**config.mk**
```make
export PLATFORM = sky130hd
export DESIGN_NAME = int_bypass_network_flat
export DESIGN_NICKNAME = d
export VERILOG_FILES = /design/src/rtl/int_bypass_network_pkg.sv /design/src/rtl/int_bypass_network_if.sv /design/src/rtl/int_bypass_network_read_port.sv /design/src/rtl/int_bypass_network.sv /design/src/flat_wrapper.sv
export SDC_FILE = /design/constraint.sdc
export NUM_CORES = 1
export LEC_CHECK = 0
export CAP_MARGIN = 20
export CORE_MARGIN = 4
export CORE_UTILIZATION = 33
export DETAILED_ROUTE_END_ITERATION = 12
export HOLD_SLACK_MARGIN = 0.03
export PLACE_DENSITY = 0.69
export SLEW_MARGIN = 25
export SYNTH_ARGS = -nofsm -noshare
export SYNTH_HDL_FRONTEND = slang
export SYNTH_SLANG_ARGS = --single-unit
```
**constraint.sdc**
```tcl
create_clock -name clk -period 5.3 [get_ports clk]
set_input_delay 0.795 -clock clk [delete_from_list [all_inputs] [get_ports clk]]
set_output_delay 0.795 -clock clk [all_outputs]
set_load 0.02 [all_outputs]
```
**src/rtl/int_bypass_network_pkg.sv**
```systemverilog
// Shared types for the integer bypass network: the in-flight entry layout
// and the match rule used by every read port.
`ifndef XLEN
`define XLEN 32
`endif

package bypass_pkg;

    localparam int XLEN = `XLEN;
    localparam logic [4:0] REG_ZERO = 5'd0;

    typedef struct packed {
        logic            valid;
        logic [4:0]      rd;
        logic [XLEN-1:0] data;
        logic            data_ok;
    } bypass_entry_t;

    // x0 is hardwired, so it can never be a forwarding source.
    function automatic logic entry_matches(bypass_entry_t e, logic [4:0] sel);
        return e.valid && (sel != REG_ZERO) && (e.rd == sel);
    endfunction

endpackage

```
**src/rtl/int_bypass_network_if.sv**
```systemverilog
// Pipeline-side bus of the bypass network: producer, late fill, decode read
// ports and the register-file write.
interface int_bypass_network_if #(
    parameter int XLEN     = bypass_pkg::XLEN,
    parameter int NUM_READ = 2
);
    logic                     advance;
    logic                     flush;
    logic                     prod_valid;
    logic [4:0]               prod_rd;
    logic [XLEN-1:0]          prod_data;
    logic                     prod_data_ok;
    logic                     fill_valid;
    logic [XLEN-1:0]          fill_data;
    logic [NUM_READ*5-1:0]    rs_sel;
    logic [NUM_READ*XLEN-1:0] rf_data;
    logic [NUM_READ*XLEN-1:0] rs_data;
    logic [NUM_READ-1:0]      rs_fwd;
    logic                     stall;
    logic                     wb_valid;
    logic [4:0]               wb_rd;
    logic [XLEN-1:0]          wb_data;

    modport master (
        output advance, flush, prod_valid, prod_rd, prod_data, prod_data_ok,
               fill_valid, fill_data, rs_sel, rf_data,
        input  rs_data, rs_fwd, stall, wb_valid, wb_rd, wb_data
    );

    modport slave (
        input  advance, flush, prod_valid, prod_rd, prod_data, prod_data_ok,
               fill_valid, fill_data, rs_sel, rf_data,
        output rs_data, rs_fwd, stall, wb_valid, wb_rd, wb_data
    );
endinterface

```
**src/rtl/int_bypass_network_read_port.sv**
```systemverilog
// One decode read port: youngest-match priority over the in-flight entries,
// with a same-cycle bypass of late load data arriving at LOAD_STAGE.
module bypass_read_port
    import bypass_pkg::*;
#(
    parameter int DEPTH      = 3,
    parameter int LOAD_STAGE = 1
) (
    input  bypass_entry_t   ent [DEPTH],
    input  logic            fill_valid,
    input  logic [XLEN-1:0] fill_data,
    input  logic [4:0]      sel,
    input  logic [XLEN-1:0] rf_data,
    output logic [XLEN-1:0] data,
    output logic            fwd,
    output logic            hazard
);

    logic            hit;
    logic            hit_ok;
    logic            hit_load;
    logic [XLEN-1:0] hit_data;

    always_comb begin
        hit      = 1'b0;
        hit_ok   = 1'b0;
        hit_load = 1'b0;
        hit_data = '0;
        // Scan oldest to youngest so the youngest match overwrites.
        for (int k = DEPTH - 1; k >= 0; k--) begin
            if (entry_matches(ent[k], sel)) begin
                hit      = 1'b1;
                hit_ok   = ent[k].data_ok;
                hit_load = (k == LOAD_STAGE);
                hit_data = ent[k].data;
            end
        end

        data   = rf_data;
        fwd    = 1'b0;
        hazard = 1'b0;
        if (hit) begin
            if (hit_load && fill_valid && !hit_ok) begin
                data = fill_data;
                fwd  = 1'b1;
            end else if (hit_ok) begin
                data = hit_data;
                fwd  = 1'b1;
            end else begin
                hazard = 1'b1;
            end
        end
    end

endmodule

```
**src/rtl/int_bypass_network.sv**
```systemverilog
// Integer forwarding network: DEPTH-stage queue of in-flight results between
// execute and writeback, feeding NUM_READ decode ports and the rf write.
module int_bypass_network
    import bypass_pkg::*;
#(
    parameter int XLEN       = bypass_pkg::XLEN,
    parameter int DEPTH      = 3,
    parameter int NUM_READ   = 2,
    parameter int LOAD_STAGE = 1
) (
    input  logic                  clk,
    input  logic                  rst,
    int_bypass_network_if.slave   bus
);

    localparam logic LOAD_AT_RETIRE = (LOAD_STAGE == DEPTH - 1);

    bypass_entry_t   ent [DEPTH];
    bypass_entry_t   load_ent;
    logic            fill_hit;
    logic            retire_ok;
    logic [XLEN-1:0] port_data [NUM_READ];
    logic            port_fwd  [NUM_READ];
    logic            hazard    [NUM_READ];
    logic            any_hazard;

    // Entry at LOAD_STAGE as it looks once this cycle's fill is applied.
    always_comb begin
        fill_hit = bus.fill_valid && ent[LOAD_STAGE].valid && !ent[LOAD_STAGE].data_ok;
        load_ent = ent[LOAD_STAGE];
        if (fill_hit) begin
            load_ent.data    = bus.fill_data;
            load_ent.data_ok = 1'b1;
        end
    end

    // Only the valid bits are reset; payload is qualified by them.
    always_ff @(posedge clk or posedge rst) begin
        if (rst) begin
            for (int k = 0; k < DEPTH; k++) ent[k].valid <= 1'b0;
        end else if (bus.flush) begin
            for (int k = 0; k < DEPTH; k++) ent[k].valid <= 1'b0;
        end else if (bus.advance) begin
            ent[0] <= '{valid:   bus.prod_valid && (bus.prod_rd != REG_ZERO),
                        rd:      bus.prod_rd,
                        data:    bus.prod_data,
                        data_ok: bus.prod_data_ok};
            for (int k = 1; k < DEPTH; k++) begin
                ent[k] <= (k - 1 == LOAD_STAGE) ? load_ent : ent[k-1];
            end
        end else begin
            ent[LOAD_STAGE] <= load_ent;
        end
    end

    for (genvar i = 0; i < NUM_READ; i++) begin : g_port
        bypass_read_port #(
            .DEPTH      (DEPTH),
            .LOAD_STAGE (LOAD_STAGE)
        ) u_port (
            .ent        (ent),
            .fill_valid (bus.fill_valid),
            .fill_data  (bus.fill_data),
            .sel        (bus.rs_sel[i*5 +: 5]),
            .rf_data    (bus.rf_data[i*XLEN +: XLEN]),
            .data       (port_data[i]),
            .fwd        (port_fwd[i]),
            .hazard     (hazard[i])
        );
    end

    always_comb begin
        bus.rs_data = '0;
        bus.rs_fwd  = '0;
        any_hazard  = 1'b0;
        for (int i = 0; i < NUM_READ; i++) begin
            bus.rs_data[i*XLEN +: XLEN] = port_data[i];
            bus.rs_fwd[i]               = port_fwd[i];
            any_hazard                  = any_hazard | hazard[i];
        end
    end

    // A load at the retire slot can still be completed by a fill this cycle.
    assign retire_ok    = LOAD_AT_RETIRE ? load_ent.data_ok : ent[DEPTH-1].data_ok;
    assign bus.wb_valid = bus.advance && !bus.flush && ent[DEPTH-1].valid &&
                          (ent[DEPTH-1].rd != REG_ZERO);
    assign bus.wb_rd    = ent[DEPTH-1].rd;
    assign bus.wb_data  = LOAD_AT_RETIRE ? load_ent.data : ent[DEPTH-1].data;
    assign bus.stall    = any_hazard || (ent[DEPTH-1].valid && !retire_ok);

    a_no_advance_in_stall : assert property (
        @(posedge clk) disable iff (rst) !(bus.advance && bus.stall))
        else $error("int_bypass_network: advance asserted while stalled");

    a_retire_has_data : assert property (
        @(posedge clk) disable iff (rst) !(bus.wb_valid && !retire_ok))
        else $error("int_bypass_network: retiring an entry without data");

endmodule
```
**src/flat_wrapper.sv**
```systemverilog
// flat-port wrapper written by rule: the top's interface ports become plain ports
module int_bypass_network_flat import bypass_pkg::*;
#(
    parameter int XLEN       = bypass_pkg::XLEN,
    parameter int DEPTH      = 3,
    parameter int NUM_READ   = 2,
    parameter int LOAD_STAGE = 1
)
  (clk, rst, bus_advance, bus_flush, bus_prod_valid, bus_prod_rd, bus_prod_data, bus_prod_data_ok, bus_fill_valid, bus_fill_data, bus_rs_sel, bus_rf_data, bus_rs_data, bus_rs_fwd, bus_stall, bus_wb_valid, bus_wb_rd, bus_wb_data);
  int_bypass_network_if #(.XLEN(XLEN), .NUM_READ(NUM_READ)) bus_i ();
  input  logic clk;
  input  logic rst;
  input wire logic [$bits(bus_i.advance)-1:0] bus_advance;
  input wire logic [$bits(bus_i.flush)-1:0] bus_flush;
  input wire logic [$bits(bus_i.prod_valid)-1:0] bus_prod_valid;
  input wire logic [$bits(bus_i.prod_rd)-1:0] bus_prod_rd;
  input wire logic [$bits(bus_i.prod_data)-1:0] bus_prod_data;
  input wire logic [$bits(bus_i.prod_data_ok)-1:0] bus_prod_data_ok;
  input wire logic [$bits(bus_i.fill_valid)-1:0] bus_fill_valid;
  input wire logic [$bits(bus_i.fill_data)-1:0] bus_fill_data;
  input wire logic [$bits(bus_i.rs_sel)-1:0] bus_rs_sel;
  input wire logic [$bits(bus_i.rf_data)-1:0] bus_rf_data;
  output wire logic [$bits(bus_i.rs_data)-1:0] bus_rs_data;
  output wire logic [$bits(bus_i.rs_fwd)-1:0] bus_rs_fwd;
  output wire logic [$bits(bus_i.stall)-1:0] bus_stall;
  output wire logic [$bits(bus_i.wb_valid)-1:0] bus_wb_valid;
  output wire logic [$bits(bus_i.wb_rd)-1:0] bus_wb_rd;
  output wire logic [$bits(bus_i.wb_data)-1:0] bus_wb_data;
  assign bus_i.advance = bus_advance;
  assign bus_i.flush = bus_flush;
  assign bus_i.prod_valid = bus_prod_valid;
  assign bus_i.prod_rd = bus_prod_rd;
  assign bus_i.prod_data = bus_prod_data;
  assign bus_i.prod_data_ok = bus_prod_data_ok;
  assign bus_i.fill_valid = bus_fill_valid;
  assign bus_i.fill_data = bus_fill_data;
  assign bus_i.rs_sel = bus_rs_sel;
  assign bus_i.rf_data = bus_rf_data;
  assign bus_rs_data = bus_i.rs_data;
  assign bus_rs_fwd = bus_i.rs_fwd;
  assign bus_stall = bus_i.stall;
  assign bus_wb_valid = bus_i.wb_valid;
  assign bus_wb_rd = bus_i.wb_rd;
  assign bus_wb_data = bus_i.wb_data;
  int_bypass_network #(.XLEN(XLEN), .DEPTH(DEPTH), .NUM_READ(NUM_READ), .LOAD_STAGE(LOAD_STAGE)) u_core (.clk(clk), .rst(rst), .bus(bus_i));
endmodule
```
==> impl_results.md <==
- Worst Setup End Kind: output port
- Reg clk slew, reported paths: 60 ps
- Reported max-cap violation count: 0
- Max Buffers Root-to-Sink: 2
- Setup Viol. Count Final: 0
- Largest net degree at the start of global routing: 67
- Type of the most critical hold path: flop to flop
- Number of H-tree levels: 4
- Status: finished clean
- Tmin final: 4740 ps
- Clock sink count: 117
- Via density: 5.68
- Die W: 160 microns
- Worst Tran Pin Value: 989 ps
- CTS resizes: 0
- Final Slew Violations: 0
- Synth area leaders: edfxtp_1 (45%), mux2_2 (9.5%), nand3_1 (4.5%), buf_4 (3.9%), a32oi_1 (3.9%)
- Clk root buf: clkbuf_16
- Vias in the first global route: 7,268
- Register-to-Register Setup Slack: 2800 ps
- Cell Pwr Density: 250 mW/mm^2
- Core Area: 0.0228 sq mm
- Latest clock arrival within the worst-skew pair: 410 ps
- Distinct cells, synth: 47
- Post-synth EDFFs: 114
- GRT Util Overall: 20.9%
- Reg2Reg Launch Point: u_core.ent[39]
- Boundary pin count: 255
- Gr ovfl total: 0
- Total Wirelength: 28.0 mm
- Cell taking the most area after synthesis: edfxtp_1
- Worst clock skew: 7.08 ps
- Max_slew headroom: 33.8%
- Syn Inst Count: 736
- HP Start: u_core.ent[74]
- Post-DP HPWL: 19.0 mm
- CTS Buf Count: 17
- Yosys top cell area share: 44.6%
- DRC: 0
- Initial antenna violation count: 1
- Design Area, Final: 0.0110 sq mm
- Endpoints failing hold: 0
- Req. time, crit path: 4510 ps
- Placed Area: 0.0104 sq mm
- Fin nets: 1,081
- Row count: 55
- Yosys warns: 0
- RSZ-0062 raised after global routing: false
- Flop and latch count out of synthesis: 117
- Sequential-to-total area share from yosys stat: 45.6%
- Synth Area per Inst: 10.4 sq um
- Crit path launch type: primary input
- Lkg Pwr: 3.69 nW
- # diodes: 0
- WL per Instance: 22.3 microns
- Syn nets: 886
- Hold buffer count at CTS: 0
- Synthesized area: 0.00767 sq mm
- Final setup margin: 556 ps
- CTS tree: done
- Share of cells above drive strength 1: 15.4%
- Peak Freq: 211 MHz
- Final ANT Viol Nets: 0
- Initial Util: 33.7%
- RePlAce Congestion: 0.798
- # Post-CTS Setup Buffers: 0
- Pwr Total: 2.76 mW
- Critical path type: primary input to output port
- Worst Setup SP: bus_rs_sel[0]
- DRT Pass-1 Iters: 6
- Async S/R FF share, synth: 2.56%
- First-pass GRT wire length: 41.9 mm
- Most common cell after layout, fill and taps aside: clkdlybuf4s50_1
- Setup TNS: 0 ps
- Number of port buffers: 254
- Max FO, Critical Path: 54
- Die area: 0.0258 sq mm
- Worst EP arrival: 3950 ps
- Starting DRT DRC Count: 702
- Dominant synthesized flop cell: edfxtp_1
- Maximum vdd drop: 0.000211 V
- Most frequent cells in the layout: clkdlybuf4s50_1 (253), edfxtp_1 (114), nand3_1 (68)
- Area growth syn-to-layout: 43.8%
- Fin crit share: 89.5%
- Via count: 7,140
- Chip height: 160 microns
- Pre-CTS setup slack: 588 ps
[cell usage after synthesis (10+ instances only)]
master      n
or3_1      32
a221oi_1   33
clkbuf_1   46
a32oi_1    34
nor2_1     46
buf_4      40
and2_1     31
o21ai_1    29
edfxtp_1  114
xnor2_1    26
nand3_1    69
nand2_1    39
o21ai_0    28
buf_2      10
mux2_2     65
a221o_1    28
[where the power goes]
part | internal [mW] | switching [mW] | total, mW
sequential | 1.06 | 0.0259 | 1.09
clock | 0.838 | 0.451 | 1.29
combinational | 0.217 | 0.166 | 0.383
total | 2.11 | 0.643 | 2.76
[critical path: stages]
cell and delay, ps:
clkdlybuf4s50_1 520, or4_4 590, nor2_4 180, or4_1 230, a2bb2o_4 240, mux2i_4 180, buf_12 270, nand3_1 150
nand3_1 110, clkdlybuf4s50_1 630
[flip-flops by register name (all words and copies together) (netlist names)]
register / count
u_core.ent: 79
u_core.bus.wb_data: 32
u_core.retire_ok: 1
u_core.bus.wb_rd: 5
[final cells by class]
type,count,area [sq um]
fillers,2078,11700
multi-input cells,511,3660
flip-flops and latches,117,3500
repair buffers,282,2820
clock buffers,17,425
well taps,313,392
clock inverters,15,230
inverters,2,7.51
[final timing paths]
kind	end	cells after the start
min	u_core.bus.wb_rd[2]	0
max reg2reg	u_core.ent[43]	4
min reg2reg	u_core.bus.wb_rd[2]	0
max in group asynchronous	u_core.ent[38]	2
max	bus_rs_data[6]	10
min in group asynchronous	u_core.ent[116]	2
[routing by layer]
layer	vias to the layer above	track usage, %	routed length [microns]
li1	3218	-	-
met1	3499	26.5	11600
met2	380	34.6	13400
met3	41	4.93	2330
met4	2	7.98	626
met5	-	0	13
[logic make-up after synthesis]
kind of cell | after synthesis | synth area share (%)
AOI/OAI and AO/OA | 169 | 16.8
and+or+nand+nor | 244 | 16.3
muxes | 68 | 9.98
xor gates and xnor gates | 30 | 3.42
buffers and inverters | 108 | 7.89
DFF | 117 | 45.6
[metrics by stage]
step / std cells / hold slack [ps] / util [%]
floorplan: 736 / 493 / -
global placement: 1224 / 526 / 45.4
detailed placement: 1225 / 532 / 45.6
CTS: 1257 / 548 / 48.4
global route: 1257 / 564 / 48.4
finish: 1257 / 541 / 48.4
(Power assumes the default switching activity.)
